===== src/rtl/kypd_pkg.sv =====
// Shared definitions for the Pmod KYPD guess-entry block: key codes,
// keypad position map and edit FSM encoding.
package kypd_pkg;

   localparam logic [3:0] KEY_BSP = 4'hB;
   localparam logic [3:0] KEY_CLR = 4'hC;
   localparam logic [3:0] KEY_ENT = 4'hE;

   typedef enum logic {ST_EDIT, ST_SUBMIT} state_t;

   // Physical layout: r0: 1 2 3 A | r1: 4 5 6 B | r2: 7 8 9 C | r3: 0 F E D
   function automatic logic [3:0] key_map(input logic [1:0] r, input logic [1:0] c);
      logic [3:0] k;
      case ({r, c})
         4'h0: k = 4'h1;  4'h1: k = 4'h2;  4'h2: k = 4'h3;  4'h3: k = 4'hA;
         4'h4: k = 4'h4;  4'h5: k = 4'h5;  4'h6: k = 4'h6;  4'h7: k = 4'hB;
         4'h8: k = 4'h7;  4'h9: k = 4'h8;  4'hA: k = 4'h9;  4'hB: k = 4'hC;
         4'hC: k = 4'h0;  4'hD: k = 4'hF;  4'hE: k = 4'hE;  default: k = 4'hD;
      endcase
      return k;
   endfunction

endpackage


===== src/rtl/kypd_scan_debounce.sv =====
// Column scanner and full-scan debouncer for the 4x4 keypad; emits one
// strobe per press with no auto-repeat.
module kypd_scan_debounce
   import kypd_pkg::*;
#(
   parameter int DWELL          = 100000,
   parameter int DEBOUNCE_SCANS = 4
) (
   input  logic       clk,
   input  logic       rst,
   output logic [3:0] kypd_col,
   input  logic [3:0] kypd_row,
   output logic [3:0] key_code,
   output logic       key_strobe
);

   localparam int DW = (DWELL > 1) ? $clog2(DWELL) : 1;
   localparam int CW = $clog2(DEBOUNCE_SCANS + 1);

   logic [DW-1:0] dwell_cnt;
   logic [1:0]    col_idx;
   logic [3:0]    row_meta, row_sync;
   logic [1:0]    hit_cnt;
   logic [3:0]    hit_code;
   logic [4:0]    res_q;
   logic [CW-1:0] db_cnt, cnt_nxt;
   logic          armed;

   logic       last_dwell, scan_done, scan_key;
   logic [2:0] col_hits, tot_hits;
   logic [3:0] col_code, tot_code;
   logic [4:0] scan_res;

   assign kypd_col   = ~(4'b0001 << col_idx);
   assign last_dwell = (dwell_cnt == DW'(DWELL - 1));
   assign scan_done  = last_dwell && (col_idx == 2'd3);

   always_comb begin
      col_hits = 3'd0;
      col_code = 4'h0;
      for (int r = 0; r < 4; r++) begin
         if (!row_sync[r]) begin
            col_hits = col_hits + 3'd1;
            col_code = key_map(2'(r), col_idx);
         end
      end
   end

   // Scan result includes the column being sampled right now; two or more hits is MULTI -> NONE.
   assign tot_hits = {1'b0, hit_cnt} + col_hits;
   assign tot_code = (col_hits != 3'd0) ? col_code : hit_code;
   assign scan_key = (tot_hits == 3'd1);
   assign scan_res = {scan_key, scan_key ? tot_code : 4'h0};

   always_comb begin
      if (scan_res != res_q)                     cnt_nxt = CW'(1);
      else if (db_cnt == CW'(DEBOUNCE_SCANS))    cnt_nxt = db_cnt;
      else                                       cnt_nxt = db_cnt + CW'(1);
   end

   always_ff @(posedge clk) begin
      if (rst) begin
         dwell_cnt  <= '0;
         col_idx    <= 2'd0;
         row_meta   <= 4'hF;
         row_sync   <= 4'hF;
         hit_cnt    <= 2'd0;
         hit_code   <= 4'h0;
         res_q      <= 5'd0;
         db_cnt     <= '0;
         armed      <= 1'b0;
         key_code   <= 4'h0;
         key_strobe <= 1'b0;
      end else begin
         row_meta   <= kypd_row;
         row_sync   <= row_meta;
         key_strobe <= 1'b0;
         if (last_dwell) begin
            dwell_cnt <= '0;
            col_idx   <= col_idx + 2'd1;
            hit_code  <= tot_code;
            hit_cnt   <= scan_done ? 2'd0 : ((tot_hits >= 3'd2) ? 2'd2 : tot_hits[1:0]);
         end else begin
            dwell_cnt <= dwell_cnt + DW'(1);
         end
         if (scan_done) begin
            res_q  <= scan_res;
            db_cnt <= cnt_nxt;
            if (cnt_nxt == CW'(DEBOUNCE_SCANS)) begin
               if (scan_key && !armed) begin
                  key_strobe <= 1'b1;
                  key_code   <= tot_code;
                  armed      <= 1'b1;
               end else if (!scan_key) begin
                  armed <= 1'b0;
               end
            end
         end
      end
   end

endmodule


===== src/rtl/kypd_guess_entry.sv =====
// Numberle guess entry: keypad scan/debounce feeding an edit buffer that
// offers completed guesses downstream over valid/ready.
module kypd_guess_entry
   import kypd_pkg::*;
#(
   parameter int NUM_DIGITS          = 4,
   parameter int CLK_HZ              = 100_000_000,
   parameter int SCAN_US             = 1000,
   parameter int DEBOUNCE_SCANS      = 4,
   parameter int ALLOW_REPEAT_DIGITS = 1
) (
   input  logic                              clk,
   input  logic                              rst,
   output logic [3:0]                        kypd_col,
   input  logic [3:0]                        kypd_row,
   input  logic                              en,
   output logic [3:0]                        key_code,
   output logic                              key_strobe,
   output logic                              reject,
   output logic [4*NUM_DIGITS-1:0]           guess_data,
   output logic [$clog2(NUM_DIGITS+1)-1:0]   guess_len,
   output logic                              guess_valid,
   input  logic                              guess_ready
);

   localparam int LW    = $clog2(NUM_DIGITS + 1);
   localparam int DWELL = CLK_HZ / 1_000_000 * SCAN_US;

   state_t                  state, state_nxt;
   logic [4*NUM_DIGITS-1:0] data_nxt;
   logic [LW-1:0]           len_nxt;
   logic                    rej_nxt, dup, hs, key_ev;

   kypd_scan_debounce #(.DWELL(DWELL), .DEBOUNCE_SCANS(DEBOUNCE_SCANS)) u_scan (
      .clk        (clk),
      .rst        (rst),
      .kypd_col   (kypd_col),
      .kypd_row   (kypd_row),
      .key_code   (key_code),
      .key_strobe (key_strobe)
   );

   assign hs     = guess_valid && guess_ready;
   assign key_ev = key_strobe && en;

   always_ff @(posedge clk) begin
      if (rst) state <= ST_EDIT;
      else     state <= state_nxt;
   end

   always_comb begin
      state_nxt = state;
      case (state)
         ST_EDIT:   if (key_ev && key_code == KEY_ENT && guess_len == LW'(NUM_DIGITS))
                       state_nxt = ST_SUBMIT;
         ST_SUBMIT: if (hs) state_nxt = ST_EDIT;
         default:   state_nxt = ST_EDIT;
      endcase
   end

   always_comb begin
      guess_valid = (state == ST_SUBMIT);
   end

   // Only occupied slots count for the duplicate check, since 0 is a legal digit.
   always_comb begin
      dup = 1'b0;
      for (int i = 0; i < NUM_DIGITS; i++)
         if (LW'(i) < guess_len && guess_data[4*(NUM_DIGITS-1-i) +: 4] == key_code)
            dup = 1'b1;
   end

   always_comb begin
      data_nxt = guess_data;
      len_nxt  = guess_len;
      rej_nxt  = 1'b0;
      if (hs) begin
         data_nxt = '0;
         len_nxt  = '0;
         rej_nxt  = key_ev;
      end else if (key_ev) begin
         if (state == ST_SUBMIT) begin
            rej_nxt = 1'b1;
         end else if (key_code <= 4'd9) begin
            if (guess_len < LW'(NUM_DIGITS) && (ALLOW_REPEAT_DIGITS != 0 || !dup)) begin
               for (int i = 0; i < NUM_DIGITS; i++)
                  if (LW'(i) == guess_len) data_nxt[4*(NUM_DIGITS-1-i) +: 4] = key_code;
               len_nxt = guess_len + LW'(1);
            end else begin
               rej_nxt = 1'b1;
            end
         end else begin
            case (key_code)
               KEY_BSP: begin
                  if (guess_len != '0) begin
                     for (int i = 0; i < NUM_DIGITS; i++)
                        if (LW'(i) == guess_len - LW'(1)) data_nxt[4*(NUM_DIGITS-1-i) +: 4] = 4'h0;
                     len_nxt = guess_len - LW'(1);
                  end else begin
                     rej_nxt = 1'b1;
                  end
               end
               KEY_CLR: begin
                  data_nxt = '0;
                  len_nxt  = '0;
               end
               KEY_ENT: rej_nxt = (guess_len != LW'(NUM_DIGITS));
               default: ;
            endcase
         end
      end
   end

   always_ff @(posedge clk) begin
      if (rst) begin
         guess_data <= '0;
         guess_len  <= '0;
         reject     <= 1'b0;
      end else begin
         guess_data <= data_nxt;
         guess_len  <= len_nxt;
         reject     <= rej_nxt;
      end
   end

endmodule


===== config.mk =====
export PLATFORM = sky130hd
export DESIGN_NAME = kypd_guess_entry
export DESIGN_NICKNAME = d
export VERILOG_FILES = /design/src/rtl/kypd_pkg.sv /design/src/rtl/kypd_scan_debounce.sv /design/src/rtl/kypd_guess_entry.sv
export SDC_FILE = /design/constraint.sdc
export NUM_CORES = 1
export LEC_CHECK = 0
export CAP_MARGIN = 20
export CORE_MARGIN = 1
export CORE_UTILIZATION = 63
export CTS_BUF_LIST = sky130_fd_sc_hd__clkbuf_8
export DETAILED_ROUTE_END_ITERATION = 12
export PLACE_DENSITY_LB_ADDON = 0.15
export SYNTH_ARGS = -nofsm -noshare
export SYNTH_HDL_FRONTEND = slang
export SYNTH_HIERARCHICAL = 1
export SYNTH_SLANG_ARGS = --single-unit

===== constraint.sdc =====
create_clock -name clk -period 11.9 [get_ports clk]
set_clock_uncertainty 0.1 [all_clocks]
set_input_delay 1.19 -clock clk [delete_from_list [all_inputs] [get_ports clk]]
set_output_delay 1.19 -clock clk [all_outputs]
set_load 0.01 [all_outputs]

# ---- Word level (Yosys, flattened, before mapping)
# Index checks and enable logic that the tools add are counted.
dict set report word_totals {
  ff_bits 68
  wordCells 135
  out_inout_bits 30
  inputBits 8
}
dict set report classes {
  bitwise_logic 4
  n_mux 47
  eq_ne 30
  order_cmp 3
  reduce_logical 23
  shift 1
  add_sub_neg 9
}
# operator count
set ops {}
lappend ops {{4-bit two-way mux} 14}
lappend ops {{16-bit two-way mux} 3}
lappend ops {{4-bit one-hot mux with 4 select lines} 3}
lappend ops {{16-bit one-hot mux with 2 select lines} 1}
lappend ops {{7-bit AND reduction} 4}
lappend ops {{3-bit two-way mux} 8}
lappend ops {{3-bit inequality test (second input constant)} 6}
lappend ops {{17-bit by 1-bit adder with 17-bit output (second input constant)} 1}
lappend ops {{17-bit equality test (second input constant)} 1}
lappend ops {{3-bit by 1-bit adder with 3-bit output (second input constant)} 4}
lappend ops {{2-bit by 3-bit equality test with 1-bit output (first input constant)} 4}
lappend ops {{4-bit equality test (second input constant)} 3}
lappend ops {{1-bit two-way mux} 12}
lappend ops {{4-bit one-hot mux with 3 select lines} 1}
lappend ops {{2-bit by 1-bit inequality test with 1-bit output (second input constant)} 5}
lappend ops {{3-bit equality test (second input constant)} 3}
lappend ops {{3-bit nonzero test} 3}
lappend ops {{1-bit by 3-bit equality test with 1-bit output (first input constant)} 2}
lappend ops {{1-bit logical AND} 6}
lappend ops {{3-bit zero test} 2}
lappend ops {{3-bit one-hot mux with 2 select lines} 1}
lappend ops {{3-bit AND reduction} 2}
lappend ops {{5-bit inequality test} 1}
lappend ops {{5-bit AND reduction} 1}
lappend ops {{other kinds (20)} 26}

# ---- Depth between registers and ports, before layout
# Gate-level depths: netlist of run 1.
dict set report logic_depth {
  ltp_word 15
  ltp_mapped 16
  ltp_nobuf 16
}

# ---- Cells and area by module
# The synthesis of run 1 kept the hierarchy.
# mod cells_per_inst seq_area_each_um2 area_each_um2 instances
set by_module_without_submodules {}
lappend by_module_without_submodules {kypd_scan_debounce 302 940.9 2556.2 1}
lappend by_module_without_submodules {kypd_guess_entry 127 420.4 1151.1 1}

# ---- Worst setup path after synthesis of run 1
# OpenSTA, ideal clock, no wires.
dict set report synth_path {
  path_kind {reg-to-reg}
  start {register u_scan.row_sync[1]}
  end {register u_scan.key_code[0]}
  required_time_ns 11.679
  n_path_buf 2
  setup_slack_ns 8.130
  period_less_slack_ns 3.770
  stages_incl_launch_ff 17
  setup_time_ns 0.121
  t_arrival_ns 3.549
  path_cell_list {dfxtp_1 > inv_1 > ha_1 > buf_6 > xnor2_1 > ha_1 > nor2_1 > a31o_2 > inv_1 > fa_1 > xnor3_1 > and2_1 > clkbuf_1 > o221a_2 > o211a_4 > nand3_4 > mux2_4}
}
dict set report synth_between {
  elab_chain_cells 12
  elab_cells_between_ends 18
  classes_between {add/sub: 3; eq/ne: 3; mux: 9; reduce/logical: 3}
}
# element line
set synth_lines {}
lappend synth_lines {{from (decl)} kypd_scan_debounce.sv:22} ;# logic [3:0] row_meta, row_sync;
lappend synth_lines {{from (signal assigned)} kypd_scan_debounce.sv:76} ;# row_sync <= row_meta;
lappend synth_lines {{3-bit two-way mux} kypd_scan_debounce.sv:42} ;# if (!row_sync[r]) begin
lappend synth_lines {{3-bit by 1-bit adder with 3-bit output} kypd_scan_debounce.sv:43} ;# col_hits = col_hits + 3'd1;
lappend synth_lines {{3-bit two-way mux} kypd_scan_debounce.sv:42}
lappend synth_lines {{3-bit by 1-bit adder with 3-bit output} kypd_scan_debounce.sv:43}
lappend synth_lines {{3-bit two-way mux} kypd_scan_debounce.sv:42}
lappend synth_lines {{2-bit by 3-bit adder with 3-bit output or 3-bit nonzero test (tied branches)} {kypd_scan_debounce.sv:50, kypd_scan_debounce.sv:51}}
lappend synth_lines {{3-bit by 1-bit equality test with 1-bit output or 4-bit two-way mux (tied branches)} {kypd_scan_debounce.sv:52, kypd_scan_debounce.sv:51}}
lappend synth_lines {{4-bit two-way mux} kypd_scan_debounce.sv:53} ;# assign scan_res = {scan_key, scan_key ? tot_code : 4'h0};
lappend synth_lines {{5-bit inequality test} kypd_scan_debounce.sv:56} ;# if (scan_res != res_q) cnt_nxt = CW'(1);
lappend synth_lines {{3-bit two-way mux} kypd_scan_debounce.sv:56}
lappend synth_lines {{3-bit equality test} kypd_scan_debounce.sv:89} ;# if (cnt_nxt == CW'(DEBOUNCE_SCANS)) begin
lappend synth_lines {{3-bit AND reduction (no source line)} -}
lappend synth_lines {{to (signal assigned)} kypd_scan_debounce.sv:92} ;# key_code <= tot_code;
lappend synth_lines {{to (decl)} kypd_scan_debounce.sv:13} ;# output logic [3:0] key_code,
# Several ways; a longest one is shown, not always the timed one.
# A chain may end at the register's enable or synchronous reset.

# ---- Final worst setup path of run 1
# Same ends and word-level chain as after synthesis.

==> impl_metrics.yaml, run 1 <==
place:
  place_congestion: 0.914
  dpl.hpwl_um: 5620
  io_buffers: 37
clock_network:
  cts_buffers: 9
  clkSinkCount: 68
  cts-root-buf: "clkbuf_8"
  cts_setup_buffers: 0
  cts.path.max_buffers: 2
  cts_resized: 0
  tritoncts: "done"
  clock_latency_ns: 0.35
  path_clk_slew_ns: 0.07
  hold_buffers: 0
  htreeDepth: 3
power:
  power_density_nw_per_um2: 103
  power_leakage_nw: 1.71
  p_int_mw: 0.325
  p_seq_share_pct: 53.0
  pwr-share-clk_pct: 38.9
  p_sw_share_pct: 25.7
  power_frac_comb_pct: 8.2
  switching_power_mw: 0.112
  ir_worst_vdd_uv: 74.8
cells_and_area:
  n_fill_cell: 427
  drive_gt1_share_pct: 10.1
  postLayoutCoreUtil_pct: 76.4
  area_growth_pct: 14.9
  layout.nets: 489
  num_antenna_cells: 0
timing:
  finalCritPeriodShare_pct: 34.2
  rsz0062_at_grt: "no"
  hold_slack_ns: 0.309
  maxSlewViolCount: 0
  hold_viol: 0
  relSlewSlack_pct: 43.8
  worst_pin_slew_ns: 0.836
  period_needed_ns: 4.07
  setup_tns_ns: 0
  setup_viol_count_final: 0
  timing.fmax_mhz: 246
synth:
  synth_top_area_share_pct: 36.7
  ys_seq_area_share_pct: 36.7
  synthTopCellsByCount: "dfxtp_1 (68), nand2_1 (51), nor2_1 (47), mux2i_1 (25), a21oi_1 (23)"
  syn_avg_cell_area_um2: 8.64
  yosysMostFrequentCell: "dfxtp_1"
  syn_inst: 429
  synth_warnings: 6
  synthArstFlopShare_pct: 0
  synth_largest_area_cell: "dfxtp_1"
  ys_types: 59
  synth_nets: 457
  netlist_area_um2: 3710
  synth_edf_count: 0
  synth.area.top_cells: "dfxtp_1 (37%), mux2i_1 (6.7%), ha_1 (6.4%)"
  ys.flop_type: "dfxtp_1"
  ys_ff_latch: 68
grt:
  grt_usage_pct: 27.4
  grt_first_pass_wirelength_um: 13200
  antenna_found_initial: 0
  grt_use_met1_pct: 33.9
  grt_pass1_vias: 2976
  grt-ovfl-total: 0
  met2_usage_pct: 45.8
  grt_most_used_layer: "met2"
  use_met3_pct: 4.71
  grt_max_degree: 34
die:
  num_rows: 27
  dieWidth_um: 78.7
  start_util_pct: 66.5
  coreArea_um2: 5570
  io_pins: 38
  die-area_um2: 6200
  die_y_um: 78.7
setup_path:
  worstSetupStartpointType: "flop"
  worstSetupPathType: "flop to flop"
  cp_slowest_cell: "fa_1"
  crit_family: "adder cells"
  cp_num_buf_inv: 2
  cp_max_fo: 10
  required_ns: 12.05
  slowest_delay_ns: 0.43
  critPathCaptureType: "flop"
  worstPathCellList: "inv_1 -> ha_1 -> xnor2_1 -> ha_1 -> nor2_1 -> a31o_2 -> inv_1 -> fa_1 -> xnor3_1 -> nand2_1 -> and2_1 -> a31oi_1 -> o211a_4 -> nand3_4 -> mux2_4"
  cp.arrival_ns: 4.22
min_path:
  hold_class: "flop to flop"
routing:
  drc: 0
  ant_nets: 0
  drt_first_pass_iters: 4
  dr.first_iter.drc_count: 163
  wl_per_cell_um: 14.8
  routed_wl_um: 7960
  avgViaCountPerCell: 5.79
  via_count: 3117
flow_run:
  cap_viol_max_count: 0
run_status:
  status: "finished clean"
sequential cells by signal, indices dropped and copies added (netlist names), 2 cells and up:
name / flops
u_scan/hit_code: 4
u_scan/row_meta: 4
u_scan/hit_cnt: 2
u_scan/dwell_cnt: 17
guess_len: 3
u_scan/key_code: 4
u_scan/row_sync: 4
u_scan/col_idx: 2
guess_data: 16
u_scan/res_q: 5
u_scan/db_cnt: 3
area by class of cell:
cell class              instances  area (um2)  share of cell area, %
clock inverters                 6        41.3                  0.969
flip-flops and latches         68        1360                   32.0
inverters                      21        78.8                   1.85
repair buffers                 41         400                   9.40
clock buffers                  10         138                   3.23
multi-input cells             320        2150                   50.5
well taps                      72        90.1                   2.12
layout by cell type, fill, tap and decap left out, types with 8 or more instances in the layout:
cell | synthesis | final
a21oi_1 | 23 | 23
clkdlybuf4s50_1 | 0 | 37
dfxtp_1 | 68 | 68
clkbuf_8 | 0 | 10
or2_2 | 9 | 9
nand3_1 | 16 | 16
inv_1 | 21 | 22
nor2_1 | 47 | 47
nand2_1 | 51 | 51
nor3_1 | 12 | 12
or3_1 | 9 | 9
nand4_1 | 10 | 10
mux2i_1 | 25 | 25
ha_1 | 19 | 19
xnor2_1 | 9 | 9
a211oi_1 | 8 | 8
per-stage QoR:
stage	std cells	power (mW)	setup slack [ns]	instance area (um2)
floorplan	429	0.264	8.13	3710
global placement	521	0.270	8.10	4070
detailed placement	521	0.272	7.88	4070
CTS	537	0.440	7.83	4250
global route	538	0.454	7.53	4260
finish	538	0.438	7.83	4260
routing by layer:
| layer | wire length, um | vias up |
|---|---|---|
| met5 | 0 | - |
| met4 | 153 | 0 |
| met3 | 380 | 12 |
| met2 | 3820 | 83 |
| met1 | 3610 | 1477 |
| li1 | - | 1545 |
worst paths after layout:
| path | start | to | slack [ns] | cells after the start |
|---|---|---|---|---|
| worst max-delay path | u_scan/row_sync[1] | u_scan/key_code[0] | 7.83 | 15 |
| worst max register to register | u_scan/row_sync[1] | u_scan/key_code[0] | 7.83 | 15 |
| worst min register to register | u_scan/row_meta[3] | u_scan/row_sync[3] | 0.31 | 1 |
| worst min-delay path | u_scan/row_meta[3] | u_scan/row_sync[3] | 0.31 | 1 |
cell families after synthesis:
kind of cell             Yosys count  share of synthesized area [%]
multiplexers                      30                           9.08
AO/OA/AOI/OAI                     60                           11.5
AND/OR/NAND/NOR                  193                           26.0
buffers and inverters             41                           5.30
adder cells (fa/ha/maj)           20                           6.95
XOR/XNOR                          17                           4.39
flip-flops                        68                           36.7
power groups by stage:
| stage | logic [mW] | clock network, mW | registers, mW |
|---|---|---|---|
| global placement | 0.0335 | 0 | 0.237 |
| CTS | 0.0352 | 0.173 | 0.232 |
| global route | 0.0390 | 0.183 | 0.232 |
| floorplan | 0.0279 | 0 | 0.236 |
| detailed placement | 0.0347 | 0 | 0.237 |
| finish | 0.0358 | 0.170 | 0.232 |
(Power assumes the default switching activity.)
==> run 2: changes to the inputs <==
Settings changed: CORE_UTILIZATION 63 to 59.
Clock period 11.9 ns to 3.8 ns, I/O delays scaled along.
==> impl_metrics.yaml, run 2 (synthesis results as in run 1) <==
setup_path:
  cp_max_fo: 5
  worstSetupStartpointType: "flop"
  worstSetupPathType: "flop to flop"
  cp-endpoint: "u_scan/key_code[2]"
  cp_slowest_cell: "mux4_2"
  crit_start: "u_scan/row_sync[0]"
  cp.arrival_ns: 3.76
  slowest_delay_ns: 0.50
  r2r_start: "u_scan/row_sync[0]"
  r2r_slack_ns: 0.17
  required_ns: 3.93
  critPathCaptureType: "flop"
  ff2ff_path_depth: 12
  path_common_cell: "ha_1"
  worstPathCellList: "inv_1 -> ha_1 -> xnor2_2 -> ha_1 -> or2_1 -> mux4_2 -> o221ai_1 -> and2_1 -> o221a_2 -> o211a_4 -> nand3_4 -> mux2_4"
  regToRegEndpoint: "u_scan/key_code[2]"
timing:
  finalCritPeriodShare_pct: 95.6
  period_needed_ns: 3.63
  hold_slack_ns: 0.318
  setup_tns_ns: 0
  setup_viol_count_final: 0
  worst_pin_slew_ns: 0.889
  rsz0062_at_grt: "no"
  maxSlewViolCount: 0
  relSlewSlack_pct: 40.2
  hold_viol: 0
  timing.fmax_mhz: 275
die:
  coreArea_um2: 5990
  num_rows: 28
  die_y_um: 81.3
  io_pins: 38
  die-area_um2: 6600
  start_util_pct: 61.9
  dieWidth_um: 81.3
clock_network:
  htreeDepth: 3
  clock_latency_ns: 0.35
  cts.path.max_buffers: 2
  cts_setup_buffers: 0
  cts-root-buf: "clkbuf_8"
  tritoncts: "done"
  hold_buffers: 0
  cts_buffers: 9
  clkSinkCount: 68
  path_clk_slew_ns: 0.07
cells_and_area:
  postLayoutCoreUtil_pct: 72.9
  max_flop_register: "u_scan/dwell_cnt"
  regArea_um2: 1360
  largest_reg_flops: 17
  area_growth_pct: 17.8
  layout_common_cells: "dfxtp_1 (67), nand2_1 (50), nor2_1 (47)"
  num_antenna_cells: 0
  n_fill_cell: 438
  drive_gt1_share_pct: 12.3
  layout.nets: 493
  reg_top3: "u_scan/dwell_cnt x17, guess_data x16, u_scan/res_q x5"
  multi_input_area_um2: 2180
  post-route-cell-area_um2: 4370
  layout_commonest_cell: "dfxtp_1"
grt:
  grt_max_degree: 34
  grt_pass1_vias: 2741
  grt_first_pass_wirelength_um: 12800
  antenna_found_initial: 0
  grt-ovfl-total: 0
  grt_usage_pct: 25.5
place:
  dpl_cell_area_um2: 4110
  place_congestion: 0.904
  io_buffers: 37
  dpl.hpwl_um: 5590
routing:
  drc: 0
  via_count: 3047
  dr.first_iter.drc_count: 156
  avgViaCountPerCell: 5.59
  routed_wl_um: 7750
  drt_first_pass_iters: 4
  wl_per_cell_um: 14.2
  ant_nets: 0
flow_run:
  cap_viol_max_count: 0
run_status:
  status: "finished clean"
power:
  finalPower_mw: 1.52
  power_leakage_nw: 1.76
  ir_worst_vdd_uv: 360
  power_density_nw_per_um2: 347
min_path:
  hold_class: "flop to flop"
## run 2: critical path, delay by kind of cell (launching register included)
kind	cells	cell delay [ns]
buf+inv	1	0.07
fa+ha+maj	2	0.61
compound gates	3	0.75
xor+xnor	1	0.16
simple gates	3	0.62
mux	2	0.82
flops	1	0.39
## run 2: per-layer routing
| metal | part of all wire (%) | GRT usage (%) | up-vias |
|---|---|---|---|
| met2 | 48 | 41.9 | 80 |
| li1 | - | - | 1559 |
| met5 | 0 | 0 | - |
| met1 | 45 | 32.1 | 1402 |
| met3 | 5.4 | 5.73 | 6 |
| met4 | 0.66 | 10.0 | 0 |
## run 2: worst min-delay path by stage
stage,startpoint,endpoint,slack (ns),cells past startpoint
floorplan,u_scan/row_meta[0],u_scan/row_sync[0],0.29,1
global placement,u_scan/row_meta[2],u_scan/row_sync[2],0.29,1
detailed placement,u_scan/row_meta[3],u_scan/row_sync[3],0.30,1
CTS,u_scan/row_meta[3],u_scan/row_sync[3],0.32,1
global route,u_scan/row_meta[0],u_scan/row_sync[0],0.35,1
finish,u_scan/row_meta[3],u_scan/row_sync[3],0.32,1
## run 2: where the power goes
| group | switching (mW) | total (mW) | leakage [nW] | internal (mW) |
|---|---|---|---|---|
| clock | 0.278 | 0.666 | 0.113 | 0.387 |
| sequential | 0.00732 | 0.726 | 0.550 | 0.719 |
| combinational | 0.0682 | 0.125 | 1.10 | 0.0565 |
| total | 0.354 | 1.52 | 1.76 | 1.16 |
## run 2: what timing repair did
item / 4_1_cts / 5_1_grt
endpoints found under the hold margin: 0 / 0
endpoints found under the setup margin: 2 / 3
pin swaps: 0 / 1
resized for setup: 2 / 5
## run 2: per-stage QoR
step           worst slack (ns)  instances
5_1_grt                  0.0283        545
3_3_place_gp              0.154        528
4_1_cts                  0.0378        544
6_report                  0.169        545
2_1_floorplan            0.0300        429
3_5_place_dp            -0.0208        528
## run 2: layout make-up
cell class / count / area share (%)
inverters: 21 / 1.81
repair buffers: 45 / 9.86
flip-flops and latches: 68 / 31.2
well taps: 75 / 2.15
multi-input cells: 320 / 49.9
clock buffers: 10 / 3.15
clock inverters: 6 / 1.98
